## src/rtl/if_fetch_unit.sv

```systemverilog
// Instruction fetch stage: PC generation, in-order imem requests tagged with PC/epoch,
// and a small buffer presenting one {pc, instr} pair per cycle to IF/ID.
module if_fetch_unit #(
  parameter logic [31:0] RESET_PC = 32'h0000_0000,
  parameter int unsigned DEPTH    = 2
) (
  input  logic        clk,
  input  logic        rst_n,
  output logic        imem_req_valid,
  input  logic        imem_req_ready,
  output logic [31:0] imem_req_addr,
  input  logic        imem_rsp_valid,
  input  logic [31:0] imem_rsp_data,
  input  logic        redirect_valid,
  input  logic [31:0] redirect_pc,
  input  logic        stall,
  output logic [31:0] pc_out,
  output logic [31:0] instr_out,
  output logic        valid_out
);

  localparam int unsigned PTR_W = $clog2(DEPTH);
  localparam int unsigned CNT_W = $clog2(DEPTH + 1);
  localparam int unsigned SUM_W = CNT_W + 1;
  localparam logic [31:0] NOP   = 32'h0000_0013;

  logic [31:0]      fetch_pc;
  logic             epoch;
  logic [CNT_W-1:0] inflight;

  logic [31:0]      tag_pc    [DEPTH];
  logic             tag_epoch [DEPTH];
  logic [PTR_W-1:0] tag_wr, tag_rd;

  logic [31:0]      buf_pc    [DEPTH];
  logic [31:0]      buf_instr [DEPTH];
  logic [PTR_W-1:0] buf_wr, buf_rd;
  logic [CNT_W-1:0] buf_count;

  logic             req_fire;
  logic             buf_push;
  logic             buf_pop;
  logic [SUM_W-1:0] credit_used;
  logic             unused_pc_bits;

  assign unused_pc_bits = ^redirect_pc[1:0];

  // Issue credit: a pop happening this cycle already frees its buffer slot,
  // which keeps the stream at one instruction per cycle with L=1.
  always_comb begin
    buf_pop        = (buf_count != '0) && !stall && !redirect_valid;
    credit_used    = SUM_W'(inflight) + SUM_W'(buf_count) - SUM_W'(buf_pop);
    imem_req_valid = rst_n && !redirect_valid && (credit_used < SUM_W'(DEPTH));
    req_fire       = imem_req_valid && imem_req_ready;
    buf_push       = imem_rsp_valid && !redirect_valid && (tag_epoch[tag_rd] == epoch);
  end

  always_comb begin
    imem_req_addr = fetch_pc;
    valid_out     = (buf_count != '0);
    pc_out        = valid_out ? buf_pc[buf_rd]    : 32'h0000_0000;
    instr_out     = valid_out ? buf_instr[buf_rd] : NOP;
  end

  // PC, epoch and in-flight tracking; the tag FIFO survives a redirect so stale words drain.
  always_ff @(posedge clk or negedge rst_n) begin
    if (!rst_n) begin
      fetch_pc <= RESET_PC;
      epoch    <= 1'b0;
      inflight <= '0;
      tag_wr   <= '0;
      tag_rd   <= '0;
    end else begin
      if (redirect_valid) begin
        fetch_pc <= {redirect_pc[31:2], 2'b00};
        epoch    <= ~epoch;
      end else if (req_fire) begin
        fetch_pc <= fetch_pc + 32'd4;
      end
      if (req_fire)       tag_wr <= tag_wr + PTR_W'(1);
      if (imem_rsp_valid) tag_rd <= tag_rd + PTR_W'(1);
      case ({req_fire, imem_rsp_valid})
        2'b10:   inflight <= inflight + CNT_W'(1);
        2'b01:   inflight <= inflight - CNT_W'(1);
        default: inflight <= inflight;
      endcase
    end
  end

  // Instruction buffer occupancy; a redirect empties it outright.
  always_ff @(posedge clk or negedge rst_n) begin
    if (!rst_n) begin
      buf_wr    <= '0;
      buf_rd    <= '0;
      buf_count <= '0;
    end else if (redirect_valid) begin
      buf_wr    <= '0;
      buf_rd    <= '0;
      buf_count <= '0;
    end else begin
      if (buf_push) buf_wr <= buf_wr + PTR_W'(1);
      if (buf_pop)  buf_rd <= buf_rd + PTR_W'(1);
      if (buf_push && !buf_pop)      buf_count <= buf_count + CNT_W'(1);
      else if (!buf_push && buf_pop) buf_count <= buf_count - CNT_W'(1);
    end
  end

  always_ff @(posedge clk) begin
    if (req_fire) begin
      tag_pc[tag_wr]    <= fetch_pc;
      tag_epoch[tag_wr] <= epoch;
    end
    if (buf_push) begin
      buf_pc[buf_wr]    <= tag_pc[tag_rd];
      buf_instr[buf_wr] <= imem_rsp_data;
    end
  end

  // The credit scheme must make these unreachable.
  always_ff @(posedge clk) begin
    if (rst_n) begin
      assert (!(buf_push && (buf_count == CNT_W'(DEPTH))))
        else $error("if_fetch_unit: push into full instruction buffer");
      assert (!(imem_rsp_valid && (inflight == '0)))
        else $error("if_fetch_unit: response with nothing in flight");
    end
  end

endmodule

```

## config.mk

```make
export PLATFORM = sky130hd
export DESIGN_NAME = if_fetch_unit
export DESIGN_NICKNAME = d
export VERILOG_FILES = /design/src/rtl/if_fetch_unit.sv
export SDC_FILE = /design/constraint.sdc
export NUM_CORES = 1
export LEC_CHECK = 0
export ABC_AREA = 1
export CORE_ASPECT_RATIO = 0.5
export CORE_UTILIZATION = 45
export DETAILED_ROUTE_END_ITERATION = 6
export GPL_TIMING_DRIVEN = 0
export PLACE_DENSITY = 0.7
export SYNTH_ARGS = -nofsm -noshare
export SYNTH_HDL_FRONTEND = slang
export SYNTH_SLANG_ARGS = --single-unit
```

## constraint.sdc

```tcl
create_clock -name clk -period 8.6 [get_ports clk]
set_input_delay 0.86 -clock clk [delete_from_list [all_inputs] [get_ports clk]]
set_output_delay 0.86 -clock clk [all_outputs]
set_load 0.05 [all_outputs]
```

## Yosys cells after proc, flatten, opt, wreduce, memory -nomap -nowiden

Memories as Yosys holds them, arrays and structs flattened.
Index checks and enable logic that the tools add are counted.

- Flip-flop bits (word level): 41
- RAM bits: 194
- Word-level logic and storage cells: 63
- Memories kept: 4

Memories:

| memory | depth | width | read ports | clocked after memory_dff | wr ports | line | text |
|---|---|---|---|---|---|---|---|
| buf_instr | 2 | 32 | 1 | 0 | 1 | 36 | `logic [31:0] buf_instr [DEPTH];` |
| buf_pc | 2 | 32 | 1 | 0 | 1 | 35 | `logic [31:0] buf_pc [DEPTH];` |
| tag_pc | 2 | 32 | 1 | 0 | 1 | 31 | `logic [31:0] tag_pc [DEPTH];` |
| tag_epoch | 2 | 1 | 1 | 0 | 1 | 32 | `logic tag_epoch [DEPTH];` |

- $add $sub $neg: 11
- Magnitude comparators: 1
- Equality and inequality tests: 3
- Mux-type cells: 16
- Bitwise logic cells: 1
- Reductions and logical operators: 19

Operators with widths:

| operator | number |
|---|---|
| $mux W32 | 4 |
| $add A32 B3 Y32 const B | 1 |
| $reduce_bool A2 Y1 | 5 |
| $logic_and A1 B1 Y1 | 9 |
| $mux W1 | 8 |
| $mux W2 | 3 |
| $add A1 B1 Y1 const B | 4 |
| $add A2 B1 Y2 const B | 2 |
| $logic_not A1 Y1 | 4 |
| $pmux W2 S2 | 1 |
| $sub A2 B1 Y2 const B | 2 |
| $add A2 B2 Y3 | 1 |
| $lt A3 B2 Y1 const B | 1 |
| $reduce_bool A3 Y1 | 1 |
| $sub A3 B1 Y3 | 1 |
| $eq A2 B1 Y1 const B | 1 |
| $eq A2 B2 Y1 const B | 1 |
| $eq A1 B1 Y1 | 1 |
| $not A1 Y1 | 1 |

## Longest topological paths before layout

Gate-level depths: netlist (run 1).

- Depth after elaboration: 9
- Gate-level depth with buffers: 16
- Mapped depth without buffers: 15

## Worst setup path after synthesis (run 1)

Ideal clock, no wire load.

- Path type: input -> register
- Start: in redirect_valid
- End: mem buf_instr[0][0], enable pin
- Library setup time: 0.482 ns
- Arrival time: 3.900 ns
- Slack: 4.217 ns
- Stages on the path: 4
- Path through: buf_6 -> nor2_1 -> nand3_1 -> nor2_1

- Cells in the longest elaborated chain, start to end: 5

Ends and longest elaborated chain:

| what | line | text |
|---|---|---|
| start: declaration | 14 | `input logic redirect_valid,` |
| $logic_not A1 Y1 | 55 | `buf_push = imem_rsp_valid && !redirect_valid && (tag_epoch[tag_rd] == epoch);` |
| $logic_and A1 B1 Y1 (2 in a row) | 55 |  |
| $mux W1 | 113 | `if (buf_push) begin` |
| $mux W1 (implied by the code) | 115 | `buf_instr[buf_wr] <= imem_rsp_data;` |
| end: declaration | 36 |  |

Every way passes these cells.

## Worst setup path in the final report (run 1)

- Start: reg buf_count[1]
- End: out imem_req_valid

- Cells in the longest elaborated chain, start to end: 6
- Elaborated cells between the ends (all ways): 7
- Those cells by class: add/sub: 2; order compare: 1; reduce/logical: 4

Ends and longest elaborated chain:

| what | line | text |
|---|---|---|
| start: declaration | 38 | `logic [CNT_W-1:0] buf_count;` |
| start signal: assignment | 103 | `if (buf_push && !buf_pop) buf_count <= buf_count + CNT_W'(1);` |
| start signal: assignment | 104 | `else if (!buf_push && buf_pop) buf_count <= buf_count - CNT_W'(1);` |
| parallel branches: the longest is 3 deep, another holds $add A2 B2 Y3 | n/a |  |
| $sub A3 B1 Y3 (*) | 52 | `credit_used = SUM_W'(inflight) + SUM_W'(buf_count) - SUM_W'(buf_pop);` |
| $lt A3 B2 Y1 (*) | 53 | `imem_req_valid = rst_n && !redirect_valid && (credit_used < SUM_W'(DEPTH));` |
| $logic_and A1 B1 Y1 (*) | 53 |  |
| end: declaration | 9 | `output logic imem_req_valid,` |

Every way passes the cells marked *.

==> flow_metrics.tcl, run 1 <==
set metrics [dict create \
    status "finished, final reports clean" \
    final_nets 1177 \
    coreArea_sq_um 20700 \
    maxSlewViolCount 0 \
    setup_viol 0 \
    path_clk_slew_ns 0.07 \
    synth_area_sq_um 9560 \
    max_freq_mhz 219 \
    worstSetupStartpointType "flip-flop" \
    ios 168 \
    grt_pass1_wl_um 35500 \
    whs_ns 0.321 \
    crit_arrival_ns 3.71 \
    synth_cells 911 \
    grt_pass1_vias 6798 \
    post_cts_buffers 0 \
    final_common_cell "nand2_1" \
    fin_crit_ns 4.57 \
    drt_wl_total_um 22400 \
    cts_buffer_depth 3 \
    cp_max_fo 7 \
    initial_core_util 0.462 \
    die_h_um 105 \
    ys_seq_area_frac 0.687 \
    post-route-period-util 0.531 \
    vias 7013 \
    dr.pass1.iters 5 \
    p_per_area_nw_per_um2 346 \
    synth_area_per_cell_sq_um 10.5 \
    n_fill_cell 1675 \
    grt_start_max_net_pins 41 \
    drc_errors 0 \
    hold_viol 0 \
    skew_ns 0.0160 \
    critPathKind "reg -> out" \
    total_power_mw 4.25 \
    rsz0062_at_grt "false" \
    yosys-top-cells-area "edfxtp_1 (58%), nand2_1 (16%), dfrtp_1 (10%)" \
    viasPerCell 5.05 \
    tns_ns 0 \
    diodes 0 \
    h-tree-depth 1 \
    fin_cells 1389 \
    gr-total-overflow 0 \
    cp-end-kind "output pin" \
    drive_above_1_share 0.0600 \
    post_drt_wl_per_cell_um 16.1 \
    num_rows 37 \
    cp.required_ns 7.74 \
    die_w_um 208 \
    clkSinkCount 225 \
    ys_types 31 \
    worstMarginPinSlew_ns 0.894 \
    cp_common_cell "nand2_1" \
    worst_path_max_delay_cell "clkdlybuf4s50_1" \
    maxCapViolations 0 \
    cts_buffers 21 \
    crit_chain "inv_1, nand2_1, nand2_1, nor2_1, ha_1, inv_1, nand2_1, fa_1, xor2_1, nand2_1, nor2_1, clkdlybuf4s50_1" \
    dr.first_iter.drc_count 475 \
    synth_seq_cells 225 \
    cts_tree "yes" \
    register_area_sq_um 6560 \
    clkLatencyLatePin_ns 0.50 \
    ant_nets 0 \
    synth_warnings 0 \
    peakVddDrop_uv 151 \
    hold_path_class "in -> async" \
    layout_setup_ws_ns 4.03 \
    fin_area_sq_um 12300 \
    routabilityCongestion 0.895 \
    io_buffers 160 \
    final_cell_mix "nand2_1 (396), edfxtp_1 (186), clkdlybuf4s50_1 (159), a21oi_1 (62), nor2_1 (51)" \
    synth_top_area_share 0.584 \
    crit_family "simple AND/OR/NAND/NOR gates" \
    dp_worst_setup_slack_ns 4.08 \
    placed_area_sq_um 11600 \
    track_usage 0.207 \
    dp.cells 1352 \
    synth_top_area_cell "edfxtp_1" \
    cpPeakStageDelay_ns 0.81 \
    clk_root_buffer_cell "clkbuf_16" \
    cp_num_buf_inv 3 \
    ctsResizeCount 0 \
    area.growth.synth_to_final_pct 28.7 \
    antenna_found_initial 0 \
    cts_hold_buffers 0 \
    slew_headroom 0.403 \
    hpwl_um 15600 \
    p_leak_nw 4.71 \
    multi_input_area_sq_um 2690 \
    dieArea_sq_um 21900 \
    final_util 0.594 \
]
-- flip-flops by register name, indices dropped and copies added, names as in the netlist --
name and flops:
tag_rd 1, buf_rd 1, tag_epoch 2, buf_instr 64, inflight 2, tag_wr 1, buf_wr 1, buf_pc 60
imem_req_addr 30, epoch 1, tag_pc 60, buf_count 2
-- metal layers --
| metal | wire [um] | GRT usage | vias to the layer above |
|---|---|---|---|
| met5 | 0 | 0 | - |
| met4 | 573 | 0.0672 | 0 |
| met3 | 1280 | 0.0295 | 40 |
| met2 | 10200 | 0.327 | 232 |
| met1 | 10300 | 0.296 | 3330 |
| li1 | - | - | 3411 |
-- worst register-to-register path, cell delays in order (launching register included) --
cell and delay (ns):
dfrtp_1 0.37, inv_1 0.07, nand2_1 0.30, nand2_1 0.16, nor2_1 0.25, ha_1 0.28, inv_1 0.05, nand2_1 0.05
fa_1 0.38, xor2_1 0.29, nand3_4 0.16, buf_2 0.25, nor2_4 0.71
-- report_power, final --
part / total (mW) / switching [mW] / internal [mW] / leakage, nW
Combinational: 1.83 / 1.29 / 0.541 / 2.22
Clock: 0.910 / 0.396 / 0.514 / 0.323
Sequential: 1.51 / 0.120 / 1.39 / 2.17
Total: 4.25 / 1.81 / 2.45 / 4.71
-- cell usage after synthesis --
cell,number
inv_6,1
conb_1,1
nand2_1,396
nor2_4,1
nand3_1,45
nor2_2,1
nand4_1,1
buf_1,2
nand3_4,1
nand3_2,1
o211ai_1,7
dfrtp_1,39
nor3_1,2
xnor2_1,5
ha_1,4
inv_4,1
buf_4,4
edfxtp_1,186
inv_2,4
buf_2,7
nand2_2,1
xor2_1,15
fa_1,1
nand2_4,1
a21oi_1,62
o21ai_0,7
clkbuf_1,23
o21ai_1,1
inv_1,33
buf_6,3
nor2_1,55
-- final cells by class --
type / instances / area share
Buffer: 39 / 0.0157
Clock buffer: 26 / 0.0443
Timing Repair Buffer: 165 / 0.138
Tap cell: 273 / 0.0278
Clock inverter: 11 / 0.00956
Sequential cell: 225 / 0.534
Multi-Input combinational cell: 611 / 0.219
Inverter: 39 / 0.0125
-- logic make-up after synthesis --
family                     synth area share
AOI/OAI and AO/OA                    0.0422
and+or+nand+nor                       0.209
adders and majority gates           0.00733
buffers and inverters                0.0363
other                              0.000392
DFF                                   0.687
xor gates and xnor gates             0.0183
-- path summary, 6_finish.rpt --
kind / start / cells after the start / slack, ns / end
worst max-delay path: buf_count[1] / 12 / 4.03 / imem_req_valid
min in group clk: inflight[0] / 1 / 0.53 / inflight[0]
worst min register to register: inflight[0] / 1 / 0.53 / inflight[0]
max in group asynchronous: rst_n / 2 / 8.06 / imem_req_addr[29]
worst max register to register: buf_count[1] / 12 / 4.86 / tag_pc[1][4]
worst min-delay path: rst_n / 2 / 0.32 / inflight[1]
Power figures use the tool's default switching activity.
==> run 2, diff against run 1 <==
Settings changed: PLACE_DENSITY 0.7 to 0.73.
Clock period 8.6 ns to 3.8 ns, I/O delays scaled along.
==> run 2 against run 1 <==
Non-clock buffer count shrank 1; total power grew 120%; via count decreased by 0.31%; largest power group unchanged; cell area decreased by 0.35%; clock power up 120%; clock skew shrank 0.0033 ns; combinational power rose by 130%; core utilization down 0.21 points; critical endpoint unchanged; flip-flop and latch count unchanged.
==> flow_metrics.tcl, run 2 (synthesis gave the netlist of run 1 again) <==
set metrics [dict create \
    rsz0062_at_grt "false" \
    drt_wl_total_um 22800 \
    dr.pass1.iters 5 \
    initial_core_util 0.462 \
    p_per_area_nw_per_um2 781 \
    n_fill_cell 1663 \
    ant_nets 0 \
    gr-total-overflow 0 \
    crit_arrival_ns 3.22 \
    worstMarginPinSlew_ns 0.933 \
    vias 6991 \
    fin_area_sq_um 12300 \
    clk_root_buffer_cell "clkbuf_16" \
    reg.largest.list "buf_instr: 64 flops, buf_pc: 60 flops, tag_pc: 60 flops" \
    die_h_um 105 \
    hold_viol 0 \
    skew_ns 0.0127 \
    num_rows 37 \
    path_clk_slew_ns 0.06 \
    final_common_cell "nand2_1" \
    grt_start_max_net_pins 36 \
    total_power_mw 9.57 \
    antenna_found_initial 0 \
    die_w_um 208 \
    status "finished, final reports clean" \
    area.growth.synth_to_final_pct 28.2 \
    post-route-period-util 0.949 \
    slew_headroom 0.376 \
    fin_crit_ns 3.60 \
    cts_tree "yes" \
    peakVddDrop_uv 433 \
    grt_pass1_wl_um 35500 \
    dieArea_sq_um 21900 \
    coreArea_sq_um 20700 \
    final_util 0.592 \
    fin_cells 1387 \
    routabilityCongestion 0.900 \
    dp.cells 1350 \
    dr.first_iter.drc_count 471 \
    track_usage 0.208 \
    clkSinkCount 225 \
    drc_errors 0 \
    maxCapViolations 0 \
    drive_above_1_share 0.0583 \
    placed_area_sq_um 11600 \
    hpwl_um 16300 \
    cts_buffer_depth 3 \
    ios 168 \
    p_leak_nw 4.69 \
    largest-register "buf_instr" \
    diodes 0 \
    post_drt_wl_per_cell_um 16.4 \
    max_freq_mhz 277 \
    cp.required_ns 3.42 \
    final_nets 1176 \
    hold_path_class "in -> async" \
    grt_pass1_vias 6867 \
    setup_viol 0 \
    cts_buffers 21 \
    critPathKind "reg -> out" \
    final_cell_mix "nand2_1 (395), edfxtp_1 (186), clkdlybuf4s50_1 (158), a21oi_1 (62), nor2_1 (51)" \
    worstSetupStartpointType "flip-flop" \
    cp_max_fo 7 \
    io_buffers 160 \
    viasPerCell 5.04 \
    clkLatencyLatePin_ns 0.49 \
    h-tree-depth 1 \
    maxSlewViolCount 0 \
    cp-end-kind "output pin" \
    largest_reg_flops 64 \
]
-- run 2: timing repair --
item / CTS / global route
endpoints found under the setup margin: 1 / 63
buffers inserted: 0 / 0
resized for setup: 1 / 3
hold buffers: 1 / 0
hold endpoints to repair: 39 / 0
-- run 2: final timing paths --
check	from	endpoint	slack, ns	cells after the start
min reg2reg	inflight[0]	inflight[0]	0.53	1
max in group asynchronous	rst_n	buf_rd	3.11	3
max reg2reg	buf_count[1]	tag_pc[0][31]	0.24	13
min in group clk	redirect_valid	buf_count[0]	0.25	4
min	rst_n	inflight[1]	0.25	2
max	buf_count[1]	imem_req_valid	0.20	12
-- run 2: area by class of cell --
type / instances / area [sq um] / area share
Clock buffer: 28 / 572 / 0.0467
Multi-Input combinational cell: 611 / 2700 / 0.220
Timing Repair Buffer: 164 / 1670 / 0.136
Buffer: 39 / 193 / 0.0157
Clock inverter: 8 / 67.6 / 0.00551
Tap cell: 273 / 342 / 0.0279
Sequential cell: 225 / 6560 / 0.535
Inverter: 39 / 154 / 0.0126
-- run 2: worst max-delay path, cell delays in order (launching register included) --
cell	delay, ns
dfrtp_1	0.36
inv_1	0.08
nand2_2	0.19
nand2_1	0.12
nor2_1	0.25
ha_1	0.30
inv_1	0.06
nand2_1	0.06
fa_1	0.41
xor2_2	0.23
nand2_1	0.07
nor2_1	0.09
clkdlybuf4s15_1	0.50
-- run 2: per-stage QoR --
| stage | TNS, ns | hold WS (ns) | worst slack [ns] |
|---|---|---|---|
| after floorplan | -27.78 | 0.0844 | -0.448 |
| after global placement | -148.52 | 0.502 | -1.51 |
| after detailed placement | 0 | 0.225 | 0.0239 |
| after CTS | 0 | 0.250 | 0.0226 |
| after global routing | 0 | 0.261 | 0.00289 |
| final | 0 | 0.252 | 0.196 |
-- run 2: power by group --
part / internal (mW) / total [mW] / switching, mW
sequential: 3.15 / 3.42 / 0.273
clock: 1.12 / 1.98 / 0.855
combinational: 1.22 / 4.17 / 2.95
-- run 2: routing by layer --
metal | part of all wire | wire [um] | vias to the layer above | global-route usage
met2 | 0.48 | 11000 | 190 | 0.349
met5 | 0 | 0 | - | 0
met3 | 0.053 | 1200 | 34 | 0.0286
li1 | - | - | 3407 | -
met1 | 0.45 | 10100 | 3360 | 0.285
met4 | 0.019 | 442 | 0 | 0.0571
==> run 3, diff against run 2 <==
Settings changed: DONT_BUFFER_PORTS set to 1, PLACE_DENSITY 0.73 to not set, SETUP_SLACK_MARGIN set to 0.3.
==> run 3 against run 2 <==
Maximum frequency is 11% higher; critical endpoint is now tag_pc[0][27]; register-to-register slack better by 0.32 ns; first-iteration DRC count rose by 16%; clock-buffer cell count is 2 lower; sequential power up 7.6%; final cell count is 8.1% lower; highest routed layer unchanged; wire length down 1.3%; critical path type is now reg -> reg; via count decreased by 7.7%; clock skew is 0.0013 ns lower; worst hold slack worse by 0.24 ns.
==> flow_metrics.tcl, run 3 (synthesis gave the netlist of run 1 again) <==
set metrics [dict create \
    initial_core_util 0.462 \
    switchingPower_mw 4.07 \
    crit_cells 13 \
    diodes 0 \
    reg.largest.list "buf_instr: 64 flops, buf_pc: 60 flops, tag_pc: 60 flops" \
    p_seq_frac 0.405 \
    h-tree-depth 1 \
    post_drt_wl_per_cell_um 17.6 \
    whs_ns 0.0135 \
    rsz0062_at_grt "false" \
    gr-total-overflow 0 \
    ant_nets 0 \
    pwr-share-clk 0.246 \
    fin_cells 1275 \
    grt_pass1_wl_um 35100 \
    hold_depth 2 \
    hpwl_um 15400 \
    layout_setup_ws_ns 0.561 \
    path_clk_slew_ns 0.07 \
    cts_tree "yes" \
    grt_start_max_net_pins 40 \
    max_freq_mhz 309 \
    worstMarginPinSlew_ns 1.33 \
    combPwrFrac 0.350 \
    n_fill_cell 1796 \
    p_leak_nw 4.31 \
    dp.cells 1189 \
    internal-power_mw 5.02 \
    dp_worst_setup_slack_ns -0.254 \
    track_usage 0.210 \
    fin_crit_ns 3.24 \
    crit_arrival_ns 3.38 \
    drive_above_1_share 0.0699 \
    post_cts_buffers 0 \
    maxCapViolations 0 \
    ios 168 \
    netSwitchingFraction 0.448 \
    vias 6453 \
    drc_errors 0 \
    worst_path_max_delay_cell "fa_1" \
    cp-end-kind "flip-flop" \
    cts_buffers 21 \
    cp_common_cell "inv_1" \
    drt_wl_total_um 22500 \
    critPathKind "reg -> reg" \
    cp.required_ns 3.94 \
    reg2reg_depth 13 \
    cts_buffer_depth 3 \
    p_per_area_nw_per_um2 809 \
    worstSetupStartpointType "flip-flop" \
    post-route-period-util 0.852 \
    io_buffers 0 \
    clk_root_buffer_cell "clkbuf_16" \
    antenna_found_initial 0 \
    setup_viol 0 \
    crit_chain "inv_1, nand2_8, nand2_1, nor2_2, ha_1, inv_1, nand2_1, fa_1, inv_1, nor2_4, nand3_4, clkbuf_4, nor2_4" \
    largest_reg_flops 64 \
    num_rows 37 \
    routabilityCongestion 0.955 \
    status "finished, final reports clean" \
    cp_max_fo 16 \
    cpPeakStageDelay_ns 0.50 \
    peakVddDrop_uv 319 \
    clkLatencyLatePin_ns 0.51 \
    clkSinkCount 225 \
    cp_num_buf_inv 4 \
    die_h_um 105 \
    multi_input_area_sq_um 2750 \
    maxSlewViolCount 0 \
    dr.first_iter.drc_count 548 \
    dieArea_sq_um 21900 \
    final_common_cell "nand2_1" \
    skew_ns 0.0114 \
    area.growth.synth_to_final_pct 17.6 \
    crit_family "simple AND/OR/NAND/NOR gates" \
    die_w_um 208 \
    final_cell_mix "nand2_1 (395), edfxtp_1 (186), a21oi_1 (62), nor2_1 (49), dlygate4sd3_1 (46)" \
    final_nets 1063 \
    tns_ns 0 \
    hold_path_class "in -> reg" \
    register_area_sq_um 6560 \
    rrSetupSlack_ns 0.56 \
    slew_headroom 0.118 \
    hold_viol 0 \
    grt_pass1_vias 6195 \
    largest-register "buf_instr" \
    dr.pass1.iters 5 \
    viasPerCell 5.06 \
    coreArea_sq_um 20700 \
]
==> run 3: changes by cell type in the layout (fill, tap and decap cells not counted), moves of 2 or more <==
cell / change
buf_2: -2
dlygate4sd3_1: +45
nor2_1: -2
bufinv_16: +3
clkbuf_1: -2
clkdlybuf4s50_1: -158
nor2_4: +3
==> run 3: worst paths after layout <==
| path | from | end |
|---|---|---|
| setup / recovery | buf_count[0] | tag_pc[0][27] |
| hold / removal | redirect_pc[27] | imem_req_addr[27] |
| setup reg to reg | buf_count[0] | tag_pc[0][27] |
| hold reg to reg | inflight[0] | inflight[0] |
| max in group asynchronous | rst_n | imem_req_addr[19] |
| min in group asynchronous | rst_n | imem_req_addr[13] |
==> run 3: repair_timing <==
item | CTS | global route
endpoints found under the setup margin | 66 | 64
pin swaps | 2 | 0
hold buffers | 47 | 0
resized for setup | 6 | 4
endpoints found under the hold margin | 116 | 0
cloned | 2 | 0
==> run 3: layer usage <==
metal  routed length [um]  track usage  share of wire
met5                    0            0              0
met4                  454       0.0460          0.020
met3                 1290       0.0430          0.057
met2                 9740        0.319           0.43
met1                11000        0.310           0.49
==> run 3: power groups by stage <==
| stage | combinational, mW | sequential [mW] | clock, mW |
|---|---|---|---|
| finish | 3.18 | 3.68 | 2.23 |
| global route | 3.44 | 3.72 | 2.37 |
| CTS | 3.18 | 3.68 | 2.27 |
| detailed placement | 3.08 | 3.73 | 0 |
| global placement | 3.02 | 3.74 | 0 |
| floorplan | 2.52 | 3.63 | 0 |
==> run 3: cell type report <==
| type | instances | share of cell area |
|---|---|---|
| clock inverters | 11 | 0.0140 |
| repair buffers | 49 | 0.0463 |
| multi-input cells | 613 | 0.244 |
| well taps | 273 | 0.0304 |
| clock buffers | 26 | 0.0502 |
| plain buffers | 39 | 0.0174 |
| flip-flops and latches | 225 | 0.584 |
| inverters | 39 | 0.0137 |
==> run 3: stage by stage <==
stage | power (mW) | util | area [sq um]
2_1_floorplan | 6.15 | - | 9580
3_3_place_gp | 6.76 | 0.480 | 9920
3_5_place_dp | 6.81 | 0.482 | 9980
4_1_cts | 9.13 | 0.542 | 11200
5_1_grt | 9.53 | 0.543 | 11200
6_report | 9.09 | 0.543 | 11200
